## src/rtl/tetris_pkg.sv

```systemverilog
// Shared types and constants for the falling-piece movement logic.
package tetris_pkg;

  localparam int unsigned KEY_W   = 8;
  localparam int unsigned LEVEL_W = 4;
  localparam int unsigned GRAV_W  = 6;

  // Board move request kinds; encoding is shared with the board datapath.
  typedef enum logic [1:0] {
    MV_DOWN  = 2'd0,
    MV_LEFT  = 2'd1,
    MV_RIGHT = 2'd2,
    MV_ROT   = 2'd3
  } move_kind_t;

  // Movement scheduler states.
  typedef enum logic [1:0] {
    ST_WAIT_SPAWN = 2'd0,
    ST_READY      = 2'd1,
    ST_ISSUE      = 2'd2,
    ST_LANDED     = 2'd3
  } sched_state_t;

  localparam logic [KEY_W-1:0] KEY_RIGHT = 8'h4F;
  localparam logic [KEY_W-1:0] KEY_LEFT  = 8'h50;
  localparam logic [KEY_W-1:0] KEY_DOWN  = 8'h51;
  localparam logic [KEY_W-1:0] KEY_UP    = 8'h52;

  // True for the two keys that produce horizontal shifts.
  function automatic logic is_shift_key(input logic [KEY_W-1:0] key);
    return (key == KEY_LEFT) || (key == KEY_RIGHT);
  endfunction

  // Gravity period in frames; the subtraction is clamped before it can wrap.
  function automatic logic [GRAV_W-1:0] grav_period(
    input logic [LEVEL_W-1:0] lvl,
    input int unsigned        base_frames,
    input int unsigned        step_frames,
    input int unsigned        min_frames
  );
    int unsigned prod;
    prod = step_frames * 32'(lvl);
    if (prod >= (base_frames - min_frames)) begin
      return GRAV_W'(min_frames);
    end
    return GRAV_W'(base_frames - prod);
  endfunction

endpackage

```

## src/rtl/move_scheduler_key_repeat.sv

```systemverilog
// Shift-key edge detection with delayed auto-shift and auto-repeat.
module key_repeat
  import tetris_pkg::*;
#(
  parameter int unsigned DAS_FRAMES = 10,
  parameter int unsigned ARR_FRAMES = 3
) (
  input  logic             clk,
  input  logic             rst_n,
  input  logic             i_enable,
  input  logic             i_clear,
  input  logic             i_frame_tick,
  input  logic [KEY_W-1:0] i_keycode,
  output logic [KEY_W-1:0] o_prev_key,
  output logic             o_shift_evt_c,
  output logic             o_shift_dir_c
);

  localparam int unsigned RPT_MAX = (DAS_FRAMES > ARR_FRAMES) ? DAS_FRAMES : ARR_FRAMES;
  localparam int unsigned RPT_W   = $clog2(RPT_MAX + 1);

  logic [KEY_W-1:0] r_prev_key;
  logic [RPT_W-1:0] r_rpt_cnt;
  logic [RPT_W-1:0] w_rpt_cnt_nxt;
  logic             r_active;
  logic             w_active_nxt;
  logic             r_dir;
  logic             w_dir_nxt;
  logic             w_evt;
  logic             w_edge;
  logic             w_held;

  assign w_edge = (i_keycode != r_prev_key);
  // The repeat only continues while the key that started it is still down.
  assign w_held = r_active && (i_keycode == (r_dir ? KEY_RIGHT : KEY_LEFT));

  // Edge, DAS and ARR decisions; clear wins, disabled means frozen.
  always_comb begin
    w_rpt_cnt_nxt = r_rpt_cnt;
    w_active_nxt  = r_active;
    w_dir_nxt     = r_dir;
    w_evt         = 1'b0;
    if (i_clear) begin
      w_rpt_cnt_nxt = '0;
      w_active_nxt  = 1'b0;
    end else if (i_enable) begin
      if (w_edge) begin
        if (is_shift_key(i_keycode)) begin
          w_evt         = 1'b1;
          w_dir_nxt     = (i_keycode == KEY_RIGHT);
          w_rpt_cnt_nxt = RPT_W'(DAS_FRAMES);
          w_active_nxt  = 1'b1;
        end else begin
          w_rpt_cnt_nxt = '0;
          w_active_nxt  = 1'b0;
        end
      end else if (!w_held) begin
        w_rpt_cnt_nxt = '0;
        w_active_nxt  = 1'b0;
      end else if (i_frame_tick) begin
        if (r_rpt_cnt <= RPT_W'(1)) begin
          w_evt         = 1'b1;
          w_rpt_cnt_nxt = RPT_W'(ARR_FRAMES);
        end else begin
          w_rpt_cnt_nxt = r_rpt_cnt - RPT_W'(1);
        end
      end
    end
  end

  // Previous keycode always tracks so a pause never manufactures an edge.
  always_ff @(posedge clk or negedge rst_n) begin
    if (!rst_n) begin
      r_prev_key <= '0;
      r_rpt_cnt  <= '0;
      r_active   <= 1'b0;
      r_dir      <= 1'b0;
    end else begin
      r_prev_key <= i_keycode;
      r_rpt_cnt  <= w_rpt_cnt_nxt;
      r_active   <= w_active_nxt;
      r_dir      <= w_dir_nxt;
    end
  end

  assign o_prev_key    = r_prev_key;
  assign o_shift_evt_c = w_evt;
  assign o_shift_dir_c = w_dir_nxt;

endmodule

```

## src/rtl/move_scheduler.sv

```systemverilog
// Arbitrates gravity, rotate and shift movements onto the board check port.
module move_scheduler
  import tetris_pkg::*;
#(
  parameter int unsigned BASE_FRAMES = 48,
  parameter int unsigned STEP_FRAMES = 4,
  parameter int unsigned MIN_FRAMES  = 2,
  parameter int unsigned DAS_FRAMES  = 10,
  parameter int unsigned ARR_FRAMES  = 3
) (
  input  logic               Clk,
  input  logic               Reset_n,
  input  logic               frame_tick,
  input  logic [KEY_W-1:0]   keycode,
  input  logic [LEVEL_W-1:0] level,
  input  logic               Pause,
  input  logic               resetBlocks,
  output logic               move_req,
  output logic [1:0]         move_kind,
  input  logic               move_ack,
  input  logic               move_ok,
  output logic               hitbottom
);

  sched_state_t      r_state;
  sched_state_t      w_state_nxt;
  move_kind_t        r_kind;
  move_kind_t        w_kind_nxt;
  logic              r_move_req;
  logic              r_hitbottom;
  logic              r_discard;
  logic              w_discard_nxt;

  logic              r_grav_pend;
  logic              r_rot_pend;
  logic              r_shift_pend;
  logic              r_shift_dir;
  logic              w_take_grav;
  logic              w_take_rot;
  logic              w_take_shift;

  logic [GRAV_W-1:0] r_grav_cnt;
  logic [GRAV_W-1:0] w_grav_period;
  logic [GRAV_W:0]   w_grav_cnt_inc;

  logic              w_live;
  logic              w_clear;
  logic              w_run;
  logic              w_grav_evt;
  logic              w_rot_evt;
  logic              w_shift_evt;
  logic              w_shift_dir;
  logic              w_shift_keep;
  logic [KEY_W-1:0]  w_prev_key;

  // Scheduling runs only between spawn and landing; resetBlocks wipes it.
  assign w_live  = (r_state == ST_READY) || (r_state == ST_ISSUE);
  assign w_clear = resetBlocks || !w_live;
  assign w_run   = !Pause;

  assign w_grav_period  = (keycode == KEY_DOWN) ? GRAV_W'(MIN_FRAMES)
                        : grav_period(level, BASE_FRAMES, STEP_FRAMES, MIN_FRAMES);
  assign w_grav_cnt_inc = {1'b0, r_grav_cnt} + (GRAV_W + 1)'(1);
  // >= so a freshly held down key never has to wait for a counter wrap.
  assign w_grav_evt     = !w_clear && w_run && frame_tick
                        && (w_grav_cnt_inc >= {1'b0, w_grav_period});
  assign w_rot_evt      = !w_clear && w_run && (keycode == KEY_UP) && (w_prev_key != KEY_UP);
  assign w_shift_keep   = r_shift_pend && !w_take_shift;

  key_repeat #(
    .DAS_FRAMES (DAS_FRAMES),
    .ARR_FRAMES (ARR_FRAMES)
  ) u_key_repeat (
    .clk           (Clk),
    .rst_n         (Reset_n),
    .i_enable      (w_run),
    .i_clear       (w_clear),
    .i_frame_tick  (frame_tick),
    .i_keycode     (keycode),
    .o_prev_key    (w_prev_key),
    .o_shift_evt_c (w_shift_evt),
    .o_shift_dir_c (w_shift_dir)
  );

  // Gravity frame counter; frozen while paused.
  always_ff @(posedge Clk or negedge Reset_n) begin
    if (!Reset_n) begin
      r_grav_cnt <= '0;
    end else if (w_clear) begin
      r_grav_cnt <= '0;
    end else if (w_run && frame_tick) begin
      r_grav_cnt <= w_grav_evt ? '0 : w_grav_cnt_inc[GRAV_W-1:0];
    end
  end

  // Single-bit pending flags; a new event beats a same-cycle consume.
  always_ff @(posedge Clk or negedge Reset_n) begin
    if (!Reset_n) begin
      r_grav_pend  <= 1'b0;
      r_rot_pend   <= 1'b0;
      r_shift_pend <= 1'b0;
      r_shift_dir  <= 1'b0;
    end else if (w_clear) begin
      r_grav_pend  <= 1'b0;
      r_rot_pend   <= 1'b0;
      r_shift_pend <= 1'b0;
    end else begin
      r_grav_pend  <= (r_grav_pend && !w_take_grav) || w_grav_evt;
      r_rot_pend   <= (r_rot_pend && !w_take_rot) || w_rot_evt;
      r_shift_pend <= w_shift_keep || w_shift_evt;
      if (w_shift_evt && !w_shift_keep) begin
        r_shift_dir <= w_shift_dir;
      end
    end
  end

  // Next-state and move selection.
  always_comb begin
    w_state_nxt   = r_state;
    w_kind_nxt    = r_kind;
    w_discard_nxt = r_discard;
    w_take_grav   = 1'b0;
    w_take_rot    = 1'b0;
    w_take_shift  = 1'b0;
    case (r_state)
      ST_WAIT_SPAWN: begin
        if (resetBlocks) begin
          w_state_nxt = ST_READY;
        end
      end
      ST_READY: begin
        if (!resetBlocks && !Pause) begin
          if (r_grav_pend) begin
            w_kind_nxt  = MV_DOWN;
            w_take_grav = 1'b1;
            w_state_nxt = ST_ISSUE;
          end else if (r_rot_pend) begin
            w_kind_nxt  = MV_ROT;
            w_take_rot  = 1'b1;
            w_state_nxt = ST_ISSUE;
          end else if (r_shift_pend) begin
            w_kind_nxt   = r_shift_dir ? MV_RIGHT : MV_LEFT;
            w_take_shift = 1'b1;
            w_state_nxt  = ST_ISSUE;
          end
        end
      end
      ST_ISSUE: begin
        if (move_ack) begin
          w_discard_nxt = 1'b0;
          if (r_discard || resetBlocks) begin
            w_state_nxt = ST_READY;
          end else if ((r_kind == MV_DOWN) && !move_ok) begin
            w_state_nxt = ST_LANDED;
          end else begin
            w_state_nxt = ST_READY;
          end
        end else if (resetBlocks) begin
          w_discard_nxt = 1'b1;
        end
      end
      ST_LANDED: begin
        w_state_nxt = resetBlocks ? ST_READY : ST_WAIT_SPAWN;
      end
      default: begin
        w_state_nxt = ST_WAIT_SPAWN;
      end
    endcase
  end

  // State register with registered request/landing outputs.
  always_ff @(posedge Clk or negedge Reset_n) begin
    if (!Reset_n) begin
      r_state     <= ST_WAIT_SPAWN;
      r_kind      <= MV_DOWN;
      r_discard   <= 1'b0;
      r_move_req  <= 1'b0;
      r_hitbottom <= 1'b0;
    end else begin
      r_state     <= w_state_nxt;
      r_kind      <= w_kind_nxt;
      r_discard   <= w_discard_nxt;
      r_move_req  <= (w_state_nxt == ST_ISSUE);
      r_hitbottom <= (w_state_nxt == ST_LANDED);
    end
  end

  assign move_req  = r_move_req;
  assign move_kind = r_kind;
  assign hitbottom = r_hitbottom;

endmodule
```

## config.mk

```make
export PLATFORM = sky130hd
export DESIGN_NAME = move_scheduler
export DESIGN_NICKNAME = d
export VERILOG_FILES = /design/src/rtl/tetris_pkg.sv /design/src/rtl/move_scheduler_key_repeat.sv /design/src/rtl/move_scheduler.sv
export SDC_FILE = /design/constraint.sdc
export NUM_CORES = 1
export LEC_CHECK = 0
export CELL_PAD_IN_SITES_DETAIL_PLACEMENT = 0
export CELL_PAD_IN_SITES_GLOBAL_PLACEMENT = 1
export CORE_MARGIN = 2
export CORE_UTILIZATION = 43
export CTS_CLUSTER_SIZE = 10
export DETAILED_ROUTE_END_ITERATION = 16
export PLACE_DENSITY = 0.78
export SETUP_SLACK_MARGIN = 0.2
export SLEW_MARGIN = 20
export SYNTH_ARGS = -nofsm -noshare
export SYNTH_HDL_FRONTEND = slang
export SYNTH_SLANG_ARGS = --single-unit
```

## constraint.sdc

```tcl
create_clock -name Clk -period 3 [get_ports Clk]
set_clock_uncertainty 0.05 [all_clocks]
set_input_delay 0.75 -clock Clk [delete_from_list [all_inputs] [get_ports Clk]]
set_output_delay 0.75 -clock Clk [all_outputs]
set_load 0.03 [all_outputs]
```

## After elaboration in Yosys (flattened, before gate mapping)

Index checks and enable logic that the tools add are counted.

- Register bits after elaboration: 31
- Output and inout port bits: 4
- Word-level logic and storage cells: 136

- Add/subtract/negate cells: 3
- Order comparisons: 3
- Eq/ne operators: 15
- Mux-type cells: 61
- Bitwise operators: 1
- Reductions and logical operators: 39

Operator list:

| operator | count |
|---|---|
| 6-bit 2-to-1 mux | 6 |
| 1-bit 2-to-1 mux | 34 |
| 8-bit by 7-bit equality test with 1-bit output, second input constant | 4 |
| 4-bit 2-to-1 mux | 7 |
| 2-bit 2-to-1 mux | 12 |
| 1-bit logical AND | 13 |
| 1-bit zero test | 9 |
| 2-bit equality test, second input constant | 4 |
| 8-bit equality test | 1 |
| 8-bit by 7-bit != test with 1-bit output, second input constant | 1 |
| 8-bit != test | 1 |
| 2-bit case mux with 4 select lines | 1 |
| 2-bit AND reduction | 4 |
| 6-bit by 1-bit adder with 7-bit output, second input constant | 1 |
| 7-bit by 6-bit >= comparator with 1-bit output | 1 |
| 1-bit logical OR | 7 |
| 6-bit >= comparator, second input constant | 1 |
| 6-bit subtractor, first input constant | 1 |
| 5-bit 2-to-1 mux | 1 |
| 4-bit by 1-bit <= comparator with 1-bit output, second input constant | 1 |
| 2-bit zero test | 2 |
| 4-bit by 3-bit != test with 1-bit output, second input constant | 1 |
| 2-bit nonzero test | 2 |
| 4-bit by 1-bit subtractor with 4-bit output, second input constant | 1 |
| 6 further kinds | 6 |

## Longest topological paths before layout

Gate-level depths: netlist (run 1).

- Word-level depth: 11
- Depth in mapped cells: 12
- Mapped depth without buffers: 12

## By module

A second synthesis (run 1) with hierarchy kept.

- Cell total of the unflattened synthesis: 215
- Area total of the unflattened synthesis: 2028.2 µm²

Modules (own cells, without submodules):

| module | instances | cells an instance | area each (µm²) |
|---|---|---|---|
| move_scheduler | 1 | 139 | 1228.7 |
| key_repeat | 1 | 76 | 799.5 |

## Worst setup path after synthesis (run 1)

OpenSTA, ideal clock, no wires.

- Path type: input-to-reg
- Start: in keycode[2]
- End: reg r_grav_cnt[0]
- Arrival time: 2.789 ns
- Data required time: 2.885 ns
- Slack: 0.095 ns
- Stages on the path: 12
- Buffers on the path: 0
- Cells stage by stage: or3b_1 > nor2_1 > nand3_1 > a21boi_1 > inv_1 > ha_1 > a21bo_1 > a21oi_1 > o21ai_1 > a21oi_1 > nor2b_1 > mux2_2

- Cells in the longest elaborated chain, start to end: 7

RTL lines:

| what | line | source |
|---|---|---|
| from (decl) | move_scheduler.sv:14 | `input logic [KEY_W-1:0] keycode,` |
| 8-bit by 7-bit equality test with 1-bit output | move_scheduler.sv:61 | `assign w_grav_period = (keycode == KEY_DOWN) ? GRAV_W'(MIN_FRAMES)` |
| 6-bit 2-to-1 mux | move_scheduler.sv:61 |  |
| 7-bit by 6-bit >= comparator with 1-bit output | move_scheduler.sv:66 | `&& (w_grav_cnt_inc >= {1'b0, w_grav_period});` |
| 1-bit logical AND | move_scheduler.sv:66 |  |
| 6-bit 2-to-1 mux | move_scheduler.sv:92 | `r_grav_cnt <= w_grav_evt ? '0 : w_grav_cnt_inc[GRAV_W-1:0];` |
| 6-bit 2-to-1 mux | move_scheduler.sv:91 | `end else if (w_run && frame_tick) begin` |
| 6-bit 2-to-1 mux | move_scheduler.sv:89 | `end else if (w_clear) begin` |
| to (signal assigned) | move_scheduler.sv:92 |  |
| to (decl) | move_scheduler.sv:42 | `logic [GRAV_W-1:0] r_grav_cnt;` |

Every way passes these cells. The select of a mux whose other input is x is not followed.
A chain may end at the register's enable or synchronous reset.

## Final worst setup path (run 1)

- Start: in keycode[1]
- End: reg r_grav_cnt[0]

The elaborated chain is that of the path after synthesis.

==> results of run 1 <==
cells by family after synthesis:
kind of cell             after synthesis  synth area share (%)
flip-flops                            31                  42.6
AO/OA/AOI/OAI                         45                  16.1
multiplexers                           5                  2.95
XOR/XNOR                              13                  6.25
AND/OR/NAND/NOR                       63                  20.3
adder cells (fa/ha/maj)               13                  8.92
buffers and inverters                 14                  2.88
cell usage after synthesis (all sizes together), types with 5 or more instances:
master  count
a21oi      12
a22o        5
dfrtp      31
ha         13
inv        14
nand2      13
nand3       6
nor2       11
nor3        7
nor4        5
o21ai      13
xor2       10
final cells by class:
| cell class | count | area [sq um] | area share [%] |
|---|---|---|---|
| Inverter | 14 | 52.6 | 2.16 |
| Timing Repair Buffer | 43 | 370 | 15.2 |
| Sequential cell | 31 | 776 | 31.8 |
| Tap cell | 50 | 62.6 | 2.57 |
| Clock buffer | 6 | 82.6 | 3.39 |
| Clock inverter | 2 | 35.0 | 1.44 |
| Multi-Input combinational cell | 139 | 1060 | 43.4 |
cells in the final DEF, fill, tap and decap left out, drive strengths merged, types with 4 or more instances in the layout:
master	count
clkdlybuf4s50	16
o21ai	13
clkbuf	9
a22o	5
xor2	10
nor4	5
inv	14
dfrtp	31
nor2b	4
nand2	13
nand3	6
and3	4
a21oi	12
nor3	7
nor2	11
buf	21
ha	13
power by group:
group / internal, mW / switching [mW]
logic: 0.0994 / 0.122
clock network: 0.269 / 0.162
registers: 0.434 / 0.0156
flip-flops by register name, summed over array words and instances, names as in the netlist, 2 cells and up:
signal	flops
move_kind	2
r_grav_cnt	6
r_state	2
u_key_repeat.o_prev_key	8
u_key_repeat.r_rpt_cnt	4
worst max-delay path by stage:
stage	startpoint	endpoint	cells after the start
after floorplan	keycode[2]	r_grav_cnt[0]	12
after global placement	keycode[4]	r_grav_cnt[0]	13
after detailed placement	keycode[4]	r_grav_cnt[0]	13
after CTS	keycode[6]	r_grav_cnt[0]	13
after global routing	keycode[1]	u_key_repeat.r_rpt_cnt[3]	8
final	keycode[1]	r_grav_cnt[0]	12
repair_timing:
action | in CTS | in global routing
gates resized for setup | 10 | 13
pin swaps | 6 | 10
setup endpoints to repair | 7 | 7
buffers inserted | 4 | 2
layer usage:
layer  up-vias  track usage (%)  routed length, microns
met5         -                0                       0
met4         0             8.06                      72
met3         9             4.97                     129
met2        30             33.1                    2170
met1       747             22.7                    1800
li1        767                -                       -
critical path: stages:
cell and delay [ns]:
clkdlybuf4s50_1 0.53, nor2_4 0.05, nand3_2 0.07, a21boi_2 0.17
inv_1 0.06, ha_1 0.28, a21bo_1 0.20, a21oi_2 0.14
o21ai_1 0.09, a21oi_2 0.16, nor2b_4 0.23, mux2_4 0.17
==> flow_metrics.py, run 1 <==
metrics = {
    "run_status": {
        "status": "finished clean",
    },
    "synthesis": {
        "ys_warn_count": 0,
        "ys_ff_latch": 31,
        "synth_enable_flop_cells": 0,
        "synth_area_leaders": "dfrtp_1 (43%), ha_1 (8.9%), xor2_1 (4.8%), nor4_2 (3.4%), a21oi_1 (3.0%)",
        "syn_avg_cell_area_sq_um": 9.91,
        "syn_nets": 216,
        "synth_top_area_share_pct": 42.6,
        "post_synth_num_cell_types": 42,
        "synthCells": 184,
        "async_flop_share_pct": 100,
        "mappedNetlistArea_sq_um": 1820,
        "ys_seq_area_share_pct": 42.6,
        "synthFlopType": "dfrtp_1",
        "synth_largest_area_cell": "dfrtp_1",
    },
    "pwr": {
        "pwr_density_cell_nw_per_um2": 452,
        "p_total_mw": 1.10,
        "leakage_nw": 1.12,
        "ir_worst_vdd_mv": 0.425,
    },
    "sta": {
        "setup_slack_ns": 0.257,
        "final-max-slew-violation-count": 0,
        "rsz0062_at_grt": "yes",
        "fmax_mhz": 365,
        "worstMarginPinSlew_ns": 0.546,
        "hold_violations": 0,
        "post-route-min-period_ns": 2.74,
        "relSlewSlack_pct": 63.2,
        "setup_viol": 0,
        "whs_ns": 0.499,
        "period_share_pct": 91.4,
        "tns_ns": 0,
    },
    "floorplanning": {
        "io_pins": 23,
        "rows": 23,
        "die_w_microns": 69.1,
        "die_h_microns": 69.1,
        "coreArea_sq_um": 4030,
        "die-area_sq_um": 4780,
        "start_util_pct": 45.2,
    },
    "final_layout": {
        "fillers": 347,
        "postLayoutCellArea_sq_um": 2440,
        "final_nets": 266,
        "stdcell_count": 285,
        "final_util_pct": 60.5,
        "layout-drive-gt1-share_pct": 22.6,
        "diodes": 0,
        "syn_to_final_growth_pct": 33.7,
    },
    "place": {
        "place_inst": 271,
        "place_congestion": 0.818,
        "place_area_sq_um": 2230,
        "preCtsSetupSlack_ns": -0.393,
        "numPortBuffers": 22,
        "hpwlAfterDp_microns": 3140,
    },
    "detailed_routing": {
        "routed_via_density": 5.45,
        "firstDrtPassIters": 4,
        "drt_iter0_markers": 71,
        "wl_microns": 4170,
        "avgRoutedWirePerCell_microns": 14.6,
        "via_count": 1553,
        "drtAntennaViolNets": 0,
        "drc_errors": 0,
    },
    "worst_setup_path": {
        "reg2regPathDepth": 9,
        "r2r-end": "r_grav_cnt[0]",
        "start_kind": "input port",
        "path_class": "input port to register",
        "r2r-start": "r_grav_cnt[0]",
        "cp.required_ns": 3.18,
        "critPathMaxFanout": 6,
        "critPathArrivalTime_ns": 2.92,
        "end_kind": "register",
        "r2r_slack_ns": 0.67,
    },
    "grt": {
        "grt_overflow": 0,
        "grt_pass1_wl_microns": 7450,
        "first_global_vias": 1665,
        "grt_use_total_pct": 19.3,
        "grt_max_degree": 32,
        "antenna_found_initial": 0,
    },
    "clock_tree": {
        "root_buffer": "clkbuf_8",
        "cts_buffers": 5,
        "cts_htree_levels": 2,
        "cts_tree": "done",
        "cts.path.max_buffers": 2,
        "clock_latency_ns": 0.29,
        "cts_hold_buf": 0,
        "clkSinkCount": 31,
        "cts.clk_slew.worst_paths_ns": 0.07,
    },
    "worst_hold_path": {
        "hold_start": "move_kind[1]",
        "hp-class": "register to register",
        "whs_endpoint": "move_kind[1]",
        "whs_path_depth": 1,
    },
    "run": {
        "maxCapViolCount": 0,
    },
}
Power figures use the tool's default switching activity.
==> inputs of run 2 (changes only) <==
--- a/config.mk
+++ b/config.mk
@@ -8,10 +8,10 @@
 export CELL_PAD_IN_SITES_DETAIL_PLACEMENT = 0
 export CELL_PAD_IN_SITES_GLOBAL_PLACEMENT = 1
 export CORE_MARGIN = 2
-export CORE_UTILIZATION = 43
+export CORE_UTILIZATION = 30
 export CTS_CLUSTER_SIZE = 10
 export DETAILED_ROUTE_END_ITERATION = 16
-export PLACE_DENSITY = 0.78
+export PLACE_DENSITY = 0.57
 export SETUP_SLACK_MARGIN = 0.2
 export SLEW_MARGIN = 20
 export SYNTH_ARGS = -nofsm -noshare
==> run 2 against run 1 <==
Fmax up 0.38%; via count down 2.5%; clock-buffer cell count unchanged; die area up 41%; register-to-register slack better by 0.09 ns; final cell count up 8.1%; design area down 0.21%; hold slack worse by 0.013 ns; first-iteration DRC count down 52%; critical path depth up 1; clock power down 24%; critical path type unchanged.
==> flow_metrics.py, run 2 (synthesis results as in run 1) <==
metrics = {
    "worst_setup_path": {
        "critPathMaxFanout": 6,
        "r2r_slack_ns": 0.76,
        "critPathArrivalTime_ns": 2.90,
        "start_kind": "input port",
        "critPathMaxStageDelay_ns": 0.39,
        "cp.required_ns": 3.17,
        "end_kind": "register",
        "path_cells": "clkdlybuf4s15_1 > or3b_4 > nor2_4 > nand3_2 > a21boi_4 > inv_1 > ha_1 > a21bo_1 > a21oi_2 > o21ai_2 > a21oi_2 > nor2b_4 > mux2_4",
        "crit_slowest_cell": "or3b_4",
        "worst_path_most_repeated_cell": "a21oi_2",
        "path_class": "input port to register",
    },
    "clock_tree": {
        "cts_buffers": 5,
        "clock_latency_ns": 0.28,
        "cts_tree": "done",
        "cts.clk_slew.worst_paths_ns": 0.07,
        "cts.path.max_buffers": 2,
        "root_buffer": "clkbuf_8",
        "cts_hold_buf": 0,
        "cts_htree_levels": 2,
        "clkSinkCount": 31,
    },
    "run": {
        "maxCapViolCount": 0,
    },
    "floorplanning": {
        "die_h_microns": 82.0,
        "rows": 28,
        "die_w_microns": 82.0,
        "io_pins": 23,
        "die-area_sq_um": 6720,
        "coreArea_sq_um": 5890,
        "start_util_pct": 31.0,
    },
    "sta": {
        "fmax_mhz": 366,
        "setup_viol": 0,
        "worstMarginPinSlew_ns": 0.559,
        "hold_violations": 0,
        "rsz0062_at_grt": "yes",
        "period_share_pct": 91.1,
        "post-route-min-period_ns": 2.73,
        "final-max-slew-violation-count": 0,
        "relSlewSlack_pct": 62.3,
    },
    "grt": {
        "first_global_vias": 1575,
        "grt_overflow": 0,
        "grt_max_degree": 32,
        "antenna_found_initial": 0,
        "grt_pass1_wl_microns": 7040,
        "grt_use_total_pct": 13.7,
    },
    "run_status": {
        "status": "finished clean",
    },
    "pwr": {
        "combPwrFrac_pct": 22.4,
        "p_total_mw": 1.00,
        "clkPwrFrac_pct": 32.7,
        "ir_worst_vdd_mv": 0.260,
        "pwr_density_cell_nw_per_um2": 412,
        "leakage_nw": 1.10,
        "p_switching_mw": 0.289,
        "pwr-share-seq_pct": 45.0,
        "swShare_pct": 28.8,
        "internal_power_mw": 0.714,
    },
    "detailed_routing": {
        "wl_microns": 4090,
        "firstDrtPassIters": 4,
        "drt_iter0_markers": 34,
        "drtAntennaViolNets": 0,
        "via_count": 1514,
        "drc_errors": 0,
        "routed_via_density": 4.92,
        "avgRoutedWirePerCell_microns": 13.3,
    },
    "place": {
        "place_inst": 297,
        "hpwlAfterDp_microns": 3200,
        "place_congestion": 0.816,
        "numPortBuffers": 22,
    },
    "final_layout": {
        "final_nets": 265,
        "syn_to_final_growth_pct": 33.4,
        "largest_reg_flops": 8,
        "layout-drive-gt1-share_pct": 21.5,
        "fillers": 596,
        "stdcell_count": 308,
        "diodes": 0,
        "layout_commonest_cell": "dfrtp_1",
        "final_util_pct": 41.3,
        "final_cell_mix": "dfrtp_1 (31), buf_4 (20), clkdlybuf4s50_1 (16)",
    },
    "worst_hold_path": {
        "hp-class": "register to register",
    },
}
run 2: changes by cell type in the layout (fill, tap and decap cells not counted), sizes merged:
cell           before  now
dlygate4sd2         0    3
buf                21   20
dlymetal6s2s        3    0
clkdlybuf4s15       0    2
clkbuf              9    7
bufinv              1    0
run 2: power groups by stage:
stage / logic, mW / clock network, mW / registers (mW)
after floorplan: 0.128 / 0 / 0.454
after global placement: 0.217 / 0 / 0.458
after global routing: 0.254 / 0.360 / 0.452
after detailed placement: 0.217 / 0 / 0.458
final: 0.224 / 0.328 / 0.451
after CTS: 0.220 / 0.339 / 0.451
run 2: final cells by class:
type                    count  area (sq um)  area share (%)
multi-input cells         139          1060            43.6
flip-flops and latches     31           776            31.9
repair buffers             42           362            14.9
well taps                  75          93.8            3.86
clock buffers               6          82.6            3.40
inverters                  14          52.6            2.16
clock inverters             1          5.00           0.206
run 2: critical path, delay by kind of cell:
family	cells	cell delay, ns
compound gates	5	0.71
fa+ha+maj	1	0.22
buf+inv	2	0.24
mux	1	0.17
simple gates	4	0.79
run 2: repair_timing:
| item | in CTS | in global routing |
|---|---|---|
| pin swaps | 9 | 8 |
| endpoints found under the setup margin | 7 | 6 |
| gates resized for setup | 15 | 8 |
| setup buffers | 4 | 0 |
run 2: worst paths after layout:
kind	startpoint	to	cells after the start
max in group asynchronous	Reset_n	u_key_repeat.o_prev_key[2]	2
worst min register to register	move_kind[0]	move_kind[0]	1
worst max register to register	r_grav_cnt[0]	r_grav_cnt[0]	9
worst max-delay path	keycode[3]	r_grav_cnt[0]	13
min in group asynchronous	Reset_n	r_state[0]	2
worst min-delay path	move_kind[0]	move_kind[0]	1
run 2: metrics by stage:
stage | TNS (ns) | area [sq um] | hold slack (ns) | setup slack (ns)
4_1_cts | 0 | 2400 | 0.491 | 0.203
6_report | 0 | 2430 | 0.486 | 0.268
3_5_place_dp | -1.97 | 2260 | 0.475 | -0.342
2_1_floorplan | 0 | 1830 | 0.404 | 0.227
3_3_place_gp | -1.69 | 2260 | 0.471 | -0.289
5_1_grt | 0 | 2430 | 0.520 | 0.150
run 2: per-layer routing:
metal	share of wire (%)	GRT usage [%]	up-vias
met5	0	0	-
met4	1.6	5.50	0
met3	3.1	2.86	6
met2	50	23.9	29
met1	46	16.5	711
li1	-	-	768
